$ cat config.mk
export PLATFORM = sky130hd
export DESIGN_NAME = trap_ctrl
export DESIGN_NICKNAME = d
export VERILOG_FILES = /design/src/rtl/rv_trap_pkg.sv /design/src/rtl/irq_prio_enc.sv /design/src/rtl/trap_ctrl.sv
export SDC_FILE = /design/constraint.sdc
export NUM_CORES = 1
export LEC_CHECK = 0
export CAP_MARGIN = 20
export CORE_AREA = 2 2 130 132
export CTS_CLUSTER_SIZE = 10
export DETAILED_ROUTE_END_ITERATION = 12
export DIE_AREA = 0 0 132 134
export PLACE_DENSITY = 0.78
export SLEW_MARGIN = 20
export SYNTH_ARGS = -nofsm -noshare
export SYNTH_HDL_FRONTEND = slang
export SYNTH_SLANG_ARGS = --single-unit
$ cat constraint.sdc
create_clock -name clk -period 8.6 [get_ports clk]
set_input_delay 2.58 -clock clk [delete_from_list [all_inputs] [get_ports clk]]
set_output_delay 2.58 -clock clk [all_outputs]
set_load 0.005 [all_outputs]
$ cat src/rtl/rv_trap_pkg.sv
// rv_trap_pkg: shared types and constants for the machine-mode trap sequencer.
//   - trap_state_e : sequencer state encoding
//   - IRQ_CODE_*   : mcause exception codes of the three machine interrupts
//   - MTVEC_*      : mtvec mode field values
//   - cause_word() : builds a 32-bit mcause value from interrupt flag and code
package rv_trap_pkg;

   typedef enum logic [2:0] {
      StIdle,
      StDrain,
      StEnter,
      StExit,
      StRedirect
   } trap_state_e;

   localparam logic [3:0] IRQ_CODE_MEI = 4'd11;
   localparam logic [3:0] IRQ_CODE_MSI = 4'd3;
   localparam logic [3:0] IRQ_CODE_MTI = 4'd7;

   localparam logic [1:0] MTVEC_DIRECT   = 2'b00;
   localparam logic [1:0] MTVEC_VECTORED = 2'b01;

   function automatic logic [31:0] cause_word(input logic is_irq, input logic [3:0] code);
      return {is_irq, 27'b0, code};
   endfunction

endpackage

$ cat src/rtl/irq_prio_enc.sv
// irq_prio_enc: combinational masked priority encoder for machine interrupts.
// Ports:
//   mstatus_mie                    global machine interrupt enable
//   irq_ext / irq_soft / irq_timer raw (or synchronised) request levels
//   en_ext / en_soft / en_timer    mie bits 11 / 3 / 7
//   pending                        at least one enabled request is active
//   code                           mcause code of the winner (ext > soft > timer)
import rv_trap_pkg::*;

module irq_prio_enc (
   input  logic       mstatus_mie,
   input  logic       irq_ext,
   input  logic       irq_soft,
   input  logic       irq_timer,
   input  logic       en_ext,
   input  logic       en_soft,
   input  logic       en_timer,
   output logic       pending,
   output logic [3:0] code
);

   always_comb begin
      pending = 1'b0;
      code    = 4'd0;
      if (mstatus_mie) begin
         if (irq_ext && en_ext) begin
            pending = 1'b1;
            code    = IRQ_CODE_MEI;
         end else if (irq_soft && en_soft) begin
            pending = 1'b1;
            code    = IRQ_CODE_MSI;
         end else if (irq_timer && en_timer) begin
            pending = 1'b1;
            code    = IRQ_CODE_MTI;
         end
      end
   end

endmodule

$ cat src/rtl/trap_ctrl.sv
// trap_ctrl: trap entry / MRET sequencer in front of the machine-mode CSR file.
// Arbitrates exceptions, MRET and interrupts, drains and flushes the pipeline, strobes
// interrupt_enter / interrupt_exit with cause/pc/mtval and redirects fetch to the handler
// (direct or vectored mtvec) or to mepc. All outputs are registered.
// Ports:
//   clk, rst                  clock, synchronous active-high reset
//   i_mstatus_mie, i_mie      interrupt enables from the CSR file
//   i_mtvec, i_mepc           trap vector and return address
//   i_irq_ext/soft/timer      level interrupt requests
//   i_exc_*                   synchronous exception from execute
//   i_mret                    MRET in execute
//   i_commit_valid/npc        retirement stream, tracks the resume PC
//   i_pipe_empty              nothing in flight past fetch
//   o_stall/o_flush           pipeline control
//   o_redirect/o_redirect_pc  fetch redirect
//   o_interrupt_enter/exit    one-cycle strobes to the CSR file
//   o_int_cause/pc/mtval      trap information, valid with o_interrupt_enter
// Build option: define TRAP_IRQ_SYNC_EN to pass each irq through a 2-flop synchroniser.
import rv_trap_pkg::*;

module trap_ctrl #(
   parameter logic [31:0] RESET_PC  = 32'h0000_0000,
   parameter int unsigned DRAIN_MAX = 16
) (
   input  logic        clk,
   input  logic        rst,
   input  logic        i_mstatus_mie,
   input  logic [31:0] i_mie,
   input  logic [31:0] i_mtvec,
   input  logic [31:0] i_mepc,
   input  logic        i_irq_ext,
   input  logic        i_irq_soft,
   input  logic        i_irq_timer,
   input  logic        i_exc_valid,
   input  logic [3:0]  i_exc_cause,
   input  logic [31:0] i_exc_pc,
   input  logic [31:0] i_exc_tval,
   input  logic        i_mret,
   input  logic        i_commit_valid,
   input  logic [31:0] i_commit_npc,
   input  logic        i_pipe_empty,
   output logic        o_stall,
   output logic        o_flush,
   output logic        o_redirect,
   output logic [31:0] o_redirect_pc,
   output logic        o_interrupt_enter,
   output logic        o_interrupt_exit,
   output logic [31:0] o_int_cause,
   output logic [31:0] o_int_pc,
   output logic [31:0] o_int_mtval
);

   localparam logic [7:0] DRAIN_LAST = 8'(DRAIN_MAX - 1);

   trap_state_e state_q;
   logic [7:0]  drain_cnt_q;
   logic [31:0] resume_pc_q;
   logic [31:0] resume_pc_d;
   logic        trap_irq_q;
   logic [3:0]  trap_code_q;

   logic [2:0]  irq_vec;
   logic        irq_pending;
   logic [3:0]  irq_code;
   logic [31:0] mtvec_base;
   logic [31:0] handler_pc;

   // Only bits 11/7/3 of mie matter here.
   logic        unused_mie;
   assign unused_mie = ^{i_mie[31:12], i_mie[10:8], i_mie[6:4], i_mie[2:0]};

`ifdef TRAP_IRQ_SYNC_EN
   logic [2:0] irq_sync1_q;
   logic [2:0] irq_sync2_q;

   always_ff @(posedge clk) begin
      if (rst) begin
         irq_sync1_q <= 3'b000;
         irq_sync2_q <= 3'b000;
      end else begin
         irq_sync1_q <= {i_irq_ext, i_irq_soft, i_irq_timer};
         irq_sync2_q <= irq_sync1_q;
      end
   end

   assign irq_vec = irq_sync2_q;
`else
   assign irq_vec = {i_irq_ext, i_irq_soft, i_irq_timer};
`endif

   irq_prio_enc u_prio (
      .mstatus_mie (i_mstatus_mie),
      .irq_ext     (irq_vec[2]),
      .irq_soft    (irq_vec[1]),
      .irq_timer   (irq_vec[0]),
      .en_ext      (i_mie[11]),
      .en_soft     (i_mie[3]),
      .en_timer    (i_mie[7]),
      .pending     (irq_pending),
      .code        (irq_code)
   );

   // Resume PC including a commit in the current cycle.
   assign resume_pc_d = i_commit_valid ? i_commit_npc : resume_pc_q;

   // mtvec is sampled during ENTER so the registered redirect target is ready in REDIRECT.
   assign mtvec_base = {i_mtvec[31:2], 2'b00};
   assign handler_pc = (trap_irq_q && (i_mtvec[1:0] == MTVEC_VECTORED)) ?
                       mtvec_base + {26'b0, trap_code_q, 2'b00} : mtvec_base;

   always_ff @(posedge clk) begin
      if (rst) begin
         state_q           <= StIdle;
         drain_cnt_q       <= 8'd0;
         resume_pc_q       <= RESET_PC;
         trap_irq_q        <= 1'b0;
         trap_code_q       <= 4'd0;
         o_stall           <= 1'b0;
         o_flush           <= 1'b0;
         o_redirect        <= 1'b0;
         o_redirect_pc     <= 32'd0;
         o_interrupt_enter <= 1'b0;
         o_interrupt_exit  <= 1'b0;
         o_int_cause       <= 32'd0;
         o_int_pc          <= 32'd0;
         o_int_mtval       <= 32'd0;
      end else begin
         resume_pc_q       <= resume_pc_d;
         o_stall           <= 1'b0;
         o_flush           <= 1'b0;
         o_redirect        <= 1'b0;
         o_redirect_pc     <= 32'd0;
         o_interrupt_enter <= 1'b0;
         o_interrupt_exit  <= 1'b0;
         o_int_cause       <= 32'd0;
         o_int_pc          <= 32'd0;
         o_int_mtval       <= 32'd0;

         case (state_q)
            StIdle, StDrain: begin
               if (i_exc_valid) begin
                  // Exception wins; a pending interrupt is re-evaluated after return to IDLE.
                  state_q           <= StEnter;
                  trap_irq_q        <= 1'b0;
                  trap_code_q       <= i_exc_cause;
                  o_interrupt_enter <= 1'b1;
                  o_flush           <= 1'b1;
                  o_stall           <= 1'b1;
                  o_int_cause       <= cause_word(1'b0, i_exc_cause);
                  o_int_pc          <= i_exc_pc;
                  o_int_mtval       <= i_exc_tval;
               end else if (state_q == StIdle) begin
                  if (i_mret) begin
                     state_q          <= StExit;
                     o_interrupt_exit <= 1'b1;
                     o_flush          <= 1'b1;
                     o_stall          <= 1'b1;
                  end else if (irq_pending) begin
                     state_q     <= StDrain;
                     drain_cnt_q <= 8'd0;
                     o_stall     <= 1'b1;
                  end
               end else if (!irq_pending) begin
                  state_q <= StIdle;
               end else if (i_pipe_empty || (drain_cnt_q == DRAIN_LAST)) begin
                  state_q           <= StEnter;
                  trap_irq_q        <= 1'b1;
                  trap_code_q       <= irq_code;
                  o_interrupt_enter <= 1'b1;
                  o_flush           <= 1'b1;
                  o_stall           <= 1'b1;
                  o_int_cause       <= cause_word(1'b1, irq_code);
                  o_int_pc          <= resume_pc_d;
                  o_int_mtval       <= 32'd0;
               end else begin
                  drain_cnt_q <= drain_cnt_q + 8'd1;
                  o_stall     <= 1'b1;
               end
            end
            StEnter: begin
               state_q       <= StRedirect;
               o_redirect    <= 1'b1;
               o_stall       <= 1'b1;
               o_redirect_pc <= handler_pc;
            end
            StExit: begin
               state_q       <= StRedirect;
               o_redirect    <= 1'b1;
               o_stall       <= 1'b1;
               o_redirect_pc <= i_mepc;
            end
            StRedirect: begin
               state_q <= StIdle;
            end
            default: begin
               state_q <= StIdle;
            end
         endcase
      end
   end

endmodule

After elaboration in Yosys (flattened, before gate mapping)
Cells that the tools add are included.
Widths: inputs -> output; s select.
Storage, ports and cells
  register bits: 181
  input port bits: 206
  output and inout bits: 133
  word-level logic and storage cells: 100
Operators by class
  add/subtract/negate cells: 2
  equal/unequal tests: 10
  muxes and demuxes: 52
  bitwise operators: 4
  reduce and logical (&&, ||, !) cells: 17
Operators with widths (number)
  $mux 32: 7
  $pmux 32 s2: 1
  $mux 4: 10
  $mux 8: 5
  $add 32x6->32: 1
  $mux 3: 7
  $mux 1: 20
  $ne 5x5->1 const B: 2
  $add 8x1->8 const B: 1
  $eq 8x4->1 const B: 1
  $eq 3x2->1 const B: 2
  $ne 2x2->1 const B: 3
  $pmux 3 s2: 1
  $reduce_or 2->1: 3
  $reduce_and 5->1: 1
  $reduce_or 5->1: 1
  $logic_and 1x1->1: 4
  $not 1->1: 4
  $reduce_and 4->1: 1
  $reduce_bool 2->1: 2
  $reduce_or 4->1: 1
  $eq 3x1->1 const B: 1
  $logic_not 3->1: 1
  $reduce_or 3->1: 1
  other kinds (4): 4

Longest topological paths before layout
  depth after elaboration: 10
  mapped depth: 8

By module
Synthesis repeated with hierarchy kept, for this count alone.
Unflattened totals
  cell total of the unflattened synthesis: 634
  area, all modules: 6040.8 um^2
By module, submodules not included
  trap_ctrl: times used 1, cells each 627, area an instance 5985.7 um^2
  irq_prio_enc: times used 1, cells each 7, area an instance 55.1 um^2

Least setup slack after synthesis
OpenSTA, ideal clock, no wires.
  kind: input port to flip-flop
  from: input port i_mtvec[2]
  to: register o_redirect_pc[28]
  library setup time: 133 ps
  arrival time: 4388 ps
  data required time: 8467 ps
  slack: 4080 ps
  cell stages on the path: 8
  buffers on the path: 1
  cells stage by stage: ha_1 -> fa_1 -> a21o_1 -> a21oi_1 -> clkbuf_1 -> nor4_1 -> xnor2_1 -> a21oi_1
On the way
  longest elaborated chain between the ends: 3
RTL lines
  start, declared: line trap_ctrl.sv:29  | input logic [31:0] i_mtvec,
  $add 32x6->32: line trap_ctrl.sv:109  | mtvec_base + {26'b0, trap_code_q, 2'b00} : mtvec_base;
  $mux 32: line trap_ctrl.sv:108  | assign handler_pc = (trap_irq_q && (i_mtvec[1:0] == MTVEC_VECTORED)) ?
  $pmux 32 s2: line trap_ctrl.sv:139  | case (state_q)
  end signal, assigned: line trap_ctrl.sv:184  | o_redirect_pc <= handler_pc;
  end signal, assigned: line trap_ctrl.sv:190  | o_redirect_pc <= i_mepc;
  end, declared: line trap_ctrl.sv:45  | output logic [31:0] o_redirect_pc,
No other way between the ends.
A chain may end at the register's enable or synchronous reset.

Final worst setup path
  from: input port i_mtvec[1]
  to: register o_redirect_pc[27]
On the way
  longest elaborated chain between the ends: 4
RTL lines (line)
  $eq 2x1->1: trap_ctrl.sv:108
  $logic_and 1x1->1: trap_ctrl.sv:108
  $mux 32: trap_ctrl.sv:108
  $pmux 32 s2: trap_ctrl.sv:139
No other way between the ends.

==> results by group <==
Run status
  – Status: complete, no violations

Yosys
  – Top-count cell post-synth: dfxtp_1
  – Top FF cell, synth: dfxtp_1
  – Post-synthesis cell type count: between 50 and 60
  – Flops & latches, synth: about 150
  – Syn. warnings: 0
  – Share of the synthesized area in the top cell type: between 50% and 60%
  – Post-synth EDFFs: 0
  – Synth cell count leaders: dfxtp_1, o21ai_0, nor2_1
  – Asr flop ratio synth: 0%
  – Largest area contributor in the netlist: dfxtp_1
  – Cells after Synth: 634
  – Sequential area share after synthesis: between 50% and 60%
  – Mapped Area: approximately 6000 um^2
  – Largest cells by area after synthesis: dfxtp_1, mux2i_1, o21ai_0
  – Post-Syn Area per Cell: 9.500 um^2

Min path
  – Hold WC Path Type: register to register
  – Hold path depth: 2
  – Worst hold start: drain_cnt_q[1]
  – Worst Hold Path EP: drain_cnt_q[1]

Clock tree
  – Cts repair resizes: 0
  – Worst skew pair latency: roughly 0.43 ns
  – Clk sinks: 154
  – Hold_buf cts: 0
  – CTS Root Cell: clkbuf_16
  – Clk slew on worst S/H paths: about 0.06 ns
  – CTS buffer count: 17
  – Max clock buf depth: 2
  – TritonCTS clock tree: yes
  – Post-CTS setup-driven buffer insertion count: 0
  – H-tree depth: 4

Global routing
  – GR Util All Layers: between 20% and 30%
  – Total grt overflow: 0
  – Largest net degree at the start of global routing: 65
  – First-pass GRT wire length: approximately 28000 um
  – Vias in the first global route: 5112
  – Initial antenna violation count: 0

Worst setup path
  – Startpoint Class: input pin
  – Flop-to-flop setup slack: 6.03 ns
  – Worst r2r src: trap_irq_q
  – Kind of critical path: input pin to register
  – R2R depth: 5
  – R2r endpoint: o_redirect_pc[27]
  – Worst EP required: approximately 8.9 ns
  – Critical Path Sink Type: register
  – Arrival time at the worst endpoint: just over 5 ns
  – Worst Path Max Fanout: 17

Drt
  – Vias per inst: ~4.7
  – Total Wirelength: 17780 um
  – Drt drc: 0
  – Initial drt markers: 257
  – Wire per inst: 15.67 um
  – Post-DRT Antenna Nets: 0
  – Via count: about 5300
  – First-pass detailed-route iteration total: 4

Cells and area
  – Multi-input gate area: approximately 2700 um^2
  – Storage element area: 3083 um^2
  – Fin util: between 50% and 60%
  – # diodes: 0
  – Syn-to-layout area delta: 57.54%
  – Layout cells sized above 1: between 5 and 6%
  – Final-stage net count: between 1000 and 1500
  – Fill cell count: between 1000 and 1500

Timing
  – Final Worst Setup Slack: between 3 and 4 ns
  – RSZ-0062 raised after global routing: no
  – Clock skew: 0.01469 ns
  – Final Hold Fails: 0
  – Slew headroom: 32.06%
  – Final setup fails: 0
  – Minimum clock period after layout: roughly 4.8 ns
  – Max frequency: roughly 0.21 GHz
  – Final slew viol count: 0
  – Post-route setup TNS: 0 ns
  – Final period utilization: a little under three fifths
  – Worst slew pin tran: between 1 and 1.5 ns
  – Hold WS: approximately 0.48 ns

Placed design
  – Gpl congestion: roughly 0.82
  – Post-DP HPWL: roughly 13000 um
  – Port Buffers: 282
  – Pre-CTS WS: 3.224 ns

Die
  – Die width: roughly 130 um
  – CORE AREA: roughly 16000 um^2
  – I/O pins: about 340
  – DIE AREA: between 15000 and 20000 um^2
  – Initial cell density of the core: around 37%
  – FP Rows: between 40 and 50
  – Die height: roughly 130 um

Power and ir drop
  – Pwr Density: around 190 nW/um^2
  – P_int: around 1300 uW
  – Leak pwr: approximately 0.0037 uW
  – Sw frac: about a quarter
  – Sequential share of power: 42.7%
  – Switching pwr: about 450 uW
  – Maximum vdd drop: 0.0001550 V
  – Comb power frac: roughly 14%
  – Clk pwr share: between 40% and 50%

Run
  – Max Cap Viol: 0
==> worst max-delay path by stage <==
stage | cells past startpoint | start | end | slack (ns)
detailed placement | 6 | i_irq_ext | o_int_pc[24] | 3.22
floorplan | 8 | i_mtvec[2] | o_redirect_pc[28] | 4.08
global placement | 6 | i_irq_ext | o_int_pc[31] | 3.26
finish | 6 | i_mtvec[1] | o_redirect_pc[27] | 3.78
CTS | 6 | i_irq_ext | o_int_pc[13] | 3.61
global route | 6 | i_mtvec[1] | o_redirect_pc[27] | 3.70
==> metrics by stage <==
step / power, uW / cells / area [um^2]
after floorplan: 880.1 / 660 / 6121
after global placement: 1026 / 1103 / 8885
after detailed placement: 1031 / 1103 / 8885
after CTS: 1806 / 1135 / 9489
after global routing: 1861 / 1135 / 9489
final: 1786 / 1135 / 9489
==> logic make-up after synthesis <==
kind of cell    share of synthesized area, %
other cells                          0.06226
flops                                  51.18
simple gates                           19.69
fa+ha+maj                              1.371
xor+xnor                               4.362
compound gates                         11.43
buf+inv                                6.252
mux                                    5.650
==> critical path, cell delays in order <==
cell and delay, ns:
clkdlybuf4s50_1 0.42, nand3b_1 0.32, or4_1 0.98, nor4b_1 0.52, xnor2_1 0.19, a21oi_1 0.09
==> cells in the final DEF, fill, tap and decap left out, types with 5 or more instances in the layout <==
cell type	netlist	final
a211oi_1	7	7
a21oi_1	43	43
and2_1	33	33
and3_1	5	5
clkbuf_16	0	17
clkdlybuf4s50_1	0	280
conb_1	1	27
dfxtp_1	154	154
ha_1	5	5
inv_1	5	5
mux2i_1	34	34
nand2_1	51	51
nand3_1	12	12
nand4_1	6	6
nor2_1	54	53
nor3_1	16	16
o21ai_0	63	63
or3_1	7	7
xnor2_1	23	23
xor2_1	7	7
==> state kept, by name (all words and copies together) (netlist names) <==
signal / cells
o_redirect_pc: 32
o_int_cause: 5
state_q: 3
resume_pc_q: 32
trap_irq_q: 1
o_int_mtval: 32
drain_cnt_q: 8
trap_code_q: 4
o_redirect: 1
o_int_pc: 32
o_interrupt_exit: 1
o_flush: 1
o_interrupt_enter: 1
o_stall: 1
==> power groups by stage <==
stage	Sequential, uW	Clock [uW]	Combinational (uW)
CTS	764	789	253
global placement	778	0	247
finish	763	772	251
global route	767	820	274
detailed placement	780	0	251
floorplan	779	0	101
==> layout make-up <==
| cell class | count | area share, % |
|---|---|---|
| sequential | 154 | 32.49 |
| timing repair buffer | 285 | 29.88 |
| multi-input combinational | 438 | 28.13 |
| clock buffer | 18 | 4.523 |
| tap | 220 | 2.901 |
| clock inverter | 14 | 1.846 |
| inverter | 6 | 0.2373 |
==> metal layers <==
metal  share of wire (%)  GRT usage, %
met1                  41         23.92
met2                  51         34.46
met3                 5.0         5.291
met4                 2.3         8.213
met5                   0             0
Power figures use the tool's default switching activity.
==> variant 1 (same settings) <==
Add a define of `TRAP_IRQ_SYNC_EN`.
--- a/src/rtl/trap_ctrl.sv
+++ b/src/rtl/trap_ctrl.sv
@@ -16,6 +16,8 @@
 //   o_interrupt_enter/exit    one-cycle strobes to the CSR file
 //   o_int_cause/pc/mtval      trap information, valid with o_interrupt_enter
 // Build option: define TRAP_IRQ_SYNC_EN to pass each irq through a 2-flop synchroniser.
+`define TRAP_IRQ_SYNC_EN
+
 import rv_trap_pkg::*;
 
 module trap_ctrl #(
Function: changed (Yosys sat finds a counterexample within 4 cycles, from zero or initial values and one cycle with rst high).
==> variant 1 against the original RTL <==
Routed wire length increased by 2.6%. Non-clock buffer count increased by 1. Clock power decreased by 4.1%. Sequential cell count increased by 6. Critical path depth unchanged. Power decreased by 0.74%. Global-route usage increased by 0.35 points. Cell area increased by 0.98%. Worst setup slack got worse by 0.17 ns. Area after synthesis increased by 1.1%. Critical path type unchanged.
==> variant 1: results (changes against the original RTL) <==
- Worst clock skew: 0.008349 ns (-0.006345 ns)
- Ranking of synthesized cells by area: dfxtp_1, o21ai_0, mux2i_1, and3_1, buf_4
- R2r startpoint: trap_code_q[0]
- Predominant post-synthesis flop cell: dfxtp_1
- Cts repair resizes: 0 (unchanged)
- Peak supply drop: 0.1327 mV (-14%)
- DR pass1 iterations: 5 (+1)
- Hold path endpoint: irq_sync2_q[1]
- Flop2flop setup slack: 6.00 ns (-0.03 ns)
- CTS Buf Count: 17 (unchanged)
- Critical Path Fanout Max: 48 (+31)
- Status: completed
- Hold Crit Class: reg2reg
- Filler instances: 1458 (+3.0%)
- Top post-synthesis cells by count: dfxtp_1, o21ai_0, nor2_1
- Placed cell area: 8986 um^2 (+1.1%)
- Final HPWL DP: 13550 um (+2.3%)
- Post-CTS Setup Repair Bufs: 0 (unchanged)
- Routed via count: 5573 (+5.0%)
- Critical path's slowest cell: or3_1
- I/O Buffers: 282 (unchanged)
- Slew margin rel.: 28.88% (-3.2 points)
- Sequential fraction of the synthesis area: 52.59% (+1.4 points)
- Vias in the first global route: 5522 (+8.0%)
- Worst Setup EP: o_int_pc[22]
- Max incr delay on CP: 0.88 ns (-0.10 ns)
- Clk root buf: clkbuf_16
- Yosys warns: 0 (unchanged)
- Ys async rst share: 0% (unchanged)
- Diode count: 0 (unchanged)
- H-tree levels: 4 (unchanged)
- GRT overflow: 0 (unchanged)
- Post-Synthesis Cells: 654 (+3.2%)
- Cell variety after synth: 52 (-3.7%)
- Antenna violations before repair: 0 (unchanged)
- Critical Path Start: rst
- Leak pwr: 3.788 nW (+3.6%)
- First-pass GRT wire length: 28370 um (+2.9%)
- WP data arrival: 5.31 ns (+0.20 ns)
- Routed vias/inst: 4.813 (+2.9%)
- Clock Latency Late Sink: 0.42 ns
- Layout cells sized above 1: 5.117% (-0.13 points)
- Tot GR Track Use: 20.43% (+0.35 points)
- DR iter-0 viols: 266 (+3.5%)
- Worst path top cell family by delay: simple AND/OR/NAND/NOR gates
- Hold Crit Depth: 1 (-1)
- Placed insts: 1126 (+2.1%)
- Clk buf depth: 2 (unchanged)
- Nature of the critical path endpoint: flip-flop
- Largest net degree at the start of global routing: 51 (-22%)
- Hold Path Origin: irq_sync1_q[1]
- R2r endpoint: o_redirect_pc[28]
- Worst Reg-to-Reg Cells: 7 (+2)
- Placer congestion estimate: 0.8124 (-1.0%)
- Reg clk slew, reported paths: 0.07 ns
- Average wire per standard cell: 15.75 um (+0.55%)
==> variant 1: cell families after synthesis <==
group / after synthesis / synth area share [%]
AND/OR/NAND/NOR: 215 / 17.85
flip-flops: 160 / 52.59
AO/OA/AOI/OAI: 140 / 13.00
buffers and inverters: 76 / 6.368
multiplexers: 35 / 5.752
XOR/XNOR: 21 / 3.020
adder cells (fa/ha/maj): 6 / 1.356
other: 1 / 0.06157
==> variant 1: layer usage <==
metal  vias up  global-route usage (%)  routed length [um]
met4         0                   8.696                 467
met5         -                       0                   0
li1       2771                       -                   -
met2       243                   34.64                8862
met1      2527                   23.08                7264
met3        32                   7.748                1648
==> variant 1: area by class of cell <==
cell class	instances	share of cell area, %
Clock buffer	19	4.623
Clock inverter	13	1.515
Inverter	16	0.6268
Multi-Input combinational cell	444	27.27
Sequential cell	160	33.43
Tap cell	220	2.873
Timing Repair Buffer	286	29.67
==> variant 1: metrics by stage <==
| step | utilization (%) | hold slack [ns] | setup slack (ns) |
|---|---|---|---|
| 6_report | 58.82 | 0.4454 | 3.609 |
| 3_3_place_gp | 55.17 | 0.4184 | 3.175 |
| 3_5_place_dp | 55.17 | 0.4276 | 3.161 |
| 5_1_grt | 58.82 | 0.4563 | 3.337 |
| 4_1_cts | 58.78 | 0.4453 | 3.620 |
| 2_1_floorplan | - | 0.4138 | 4.119 |
==> variant 1: power by group <==
| group | total (mW) | switching [mW] | leakage [nW] | internal (mW) |
|---|---|---|---|---|
| logic | 0.242 | 0.0997 | 2.20 | 0.143 |
| clock network | 0.740 | 0.322 | 0.282 | 0.418 |
| registers | 0.790 | 0.0128 | 1.31 | 0.777 |
| total | 1.77 | 0.435 | 3.79 | 1.34 |
==> variant 2 (same flow settings) <==
Made on the original files. Put one more register stage on the output `o_redirect_pc`, with the module's reset. The value now appears one clock later. The other outputs are not delayed to match.
--- a/src/rtl/trap_ctrl.sv
+++ b/src/rtl/trap_ctrl.sv
@@ -52,6 +52,8 @@
 
    localparam logic [7:0] DRAIN_LAST = 8'(DRAIN_MAX - 1);
 
+   logic [31:0] o_redirect_pc_s0;
+
    trap_state_e state_q;
    logic [7:0]  drain_cnt_q;
    logic [31:0] resume_pc_q;
@@ -118,7 +120,7 @@
          o_stall           <= 1'b0;
          o_flush           <= 1'b0;
          o_redirect        <= 1'b0;
-         o_redirect_pc     <= 32'd0;
+         o_redirect_pc_s0  <= 32'd0;
          o_interrupt_enter <= 1'b0;
          o_interrupt_exit  <= 1'b0;
          o_int_cause       <= 32'd0;
@@ -129,7 +131,7 @@
          o_stall           <= 1'b0;
          o_flush           <= 1'b0;
          o_redirect        <= 1'b0;
-         o_redirect_pc     <= 32'd0;
+         o_redirect_pc_s0  <= 32'd0;
          o_interrupt_enter <= 1'b0;
          o_interrupt_exit  <= 1'b0;
          o_int_cause       <= 32'd0;
@@ -181,13 +183,13 @@
                state_q       <= StRedirect;
                o_redirect    <= 1'b1;
                o_stall       <= 1'b1;
-               o_redirect_pc <= handler_pc;
+               o_redirect_pc_s0 <= handler_pc;
             end
             StExit: begin
                state_q       <= StRedirect;
                o_redirect    <= 1'b1;
                o_stall       <= 1'b1;
-               o_redirect_pc <= i_mepc;
+               o_redirect_pc_s0 <= i_mepc;
             end
             StRedirect: begin
                state_q <= StIdle;
@@ -199,5 +201,13 @@
       end
    end
 
+   always_ff @(posedge clk) begin
+      if (rst) begin
+         o_redirect_pc <= '0;
+      end else begin
+         o_redirect_pc <= o_redirect_pc_s0;
+      end
+   end
+
 endmodule
 
Behaviour: not the same (a bounded check fails within 4 cycles, from zero or initial values and one cycle with rst high).
==> variant 2 against the original RTL <==
Worst setup slack improved by 0.13 ns. Routed wire length rose by 5.2%. Sequential power rose by 20%. Power rose by 7.4%. Die area did not move. Sequential cell count rose by 32. Area after synthesis rose by 13%. Cell area rose by 8.5%. Highest routed layer unchanged.
==> variant 2: results (changes against the original RTL) <==
- Routed vias/inst: 4.911 (+5.1%)
- Top post-synthesis cells by count: dfxtp_1, o21ai_0, nand2_1
- R2r endpoint: o_redirect_pc_s0[26]
- Hold path endpoint: o_redirect_pc[8]
- Flop2flop setup slack: 6.16 ns (+0.13 ns)
- Hold Path Origin: o_redirect_pc_s0[8]
- Worst clock skew: 0.008035 ns (-0.006659 ns)
- Slew margin rel.: 33.97% (+1.9 points)
- Post-Synthesis Cells: 715 (+13%)
- Placed cell area: 9718 um^2 (+9.4%)
- Layout cells sized above 1: 5.231% (-0.015 points)
- Filler instances: 1443 (+2.0%)
- Sequential fraction of the synthesis area: 54.48% (+3.3 points)
- DR iter-0 viols: 266 (+3.5%)
- Compound-Gate Fraction of Synth Area: 10.71% (-0.72 points)
- Status: completed
- Hold Crit Depth: 1 (-1)
- Mux cell area share after synthesis: 5.418% (-0.23 points)
- Nets@finish: 1194 (+7.2%)
- Pre-CTS WS: 3.330 ns (+0.1067 ns)
- First-pass GRT wire length: 28970 um (+5.1%)
- Ranking of synthesized cells by area: dfxtp_1, mux2i_1, o21ai_0, and3_1, nand2_1
- Leak pwr: 4.130 nW (+13%)
- Tot GR Track Use: 20.91% (+0.83 points)
- Placer congestion estimate: 0.8410 (+2.5%)
- Critical Path Fanout Max: 14 (-3)
- Vias in the first global route: 5669 (+11%)
==> variant 2: cell types whose count changed after synthesis, moves of 8 or more <==
cell,delta
and3_1,+35
and2_1,-33
dfxtp_1,+32
nor2b_1,+30
nand2_1,+9
inv_1,+8
==> variant 2: how the worst max path moves through the flow <==
stage	cells after the start	slack, ns	endpoint	from
floorplan	7	4.19	o_redirect_pc_s0[30]	i_mtvec[2]
global placement	8	3.40	o_int_pc[10]	rst
detailed placement	8	3.33	o_int_pc[14]	rst
CTS	8	3.79	o_int_pc[14]	rst
global route	6	3.80	o_redirect_pc_s0[28]	i_mtvec[1]
finish	6	3.91	o_redirect_pc_s0[26]	i_mtvec[1]
==> variant 2: cell families (layout without fill, tap and decap cells) <==
logic type / after synthesis / in the layout
buf+inv: 79 / 332
simple gates: 249 / 249
fa+ha+maj: 6 / 6
xor+xnor: 25 / 25
flops: 186 / 186
mux: 37 / 37
other cells: 1 / 27
compound gates: 132 / 132
==> variant 2: per-layer routing <==
metal	track usage [%]	part of all wire, %
met5	0	0
met4	10.39	4.1
met3	5.971	6.6
met2	36.34	50
met1	23.57	40
==> variant 2: cell type report <==
| type | count | share of cell area, % |
|---|---|---|
| Timing Repair Buffer | 288 | 27.76 |
| Inverter | 13 | 0.4740 |
| Clock buffer | 18 | 4.169 |
| Tap cell | 220 | 2.674 |
| Multi-Input combinational cell | 476 | 27.35 |
| Clock inverter | 13 | 1.410 |
| Sequential cell | 186 | 36.17 |
==> variant 2: power breakdown <==
group	switching (mW)	internal [mW]	total (mW)
registers	0.0125	0.900	0.912
logic	0.101	0.144	0.245
clock network	0.331	0.431	0.762
total	0.445	1.47	1.92
==> variant 2: worst register-to-register path, cell delays in order, from the launching register on <==
cell	delay (ns)
dfxtp_1	0.36
nand3b_1	0.45
or3_4	0.58
or4_4	0.47
or3_1	0.33
a31oi_1	0.18
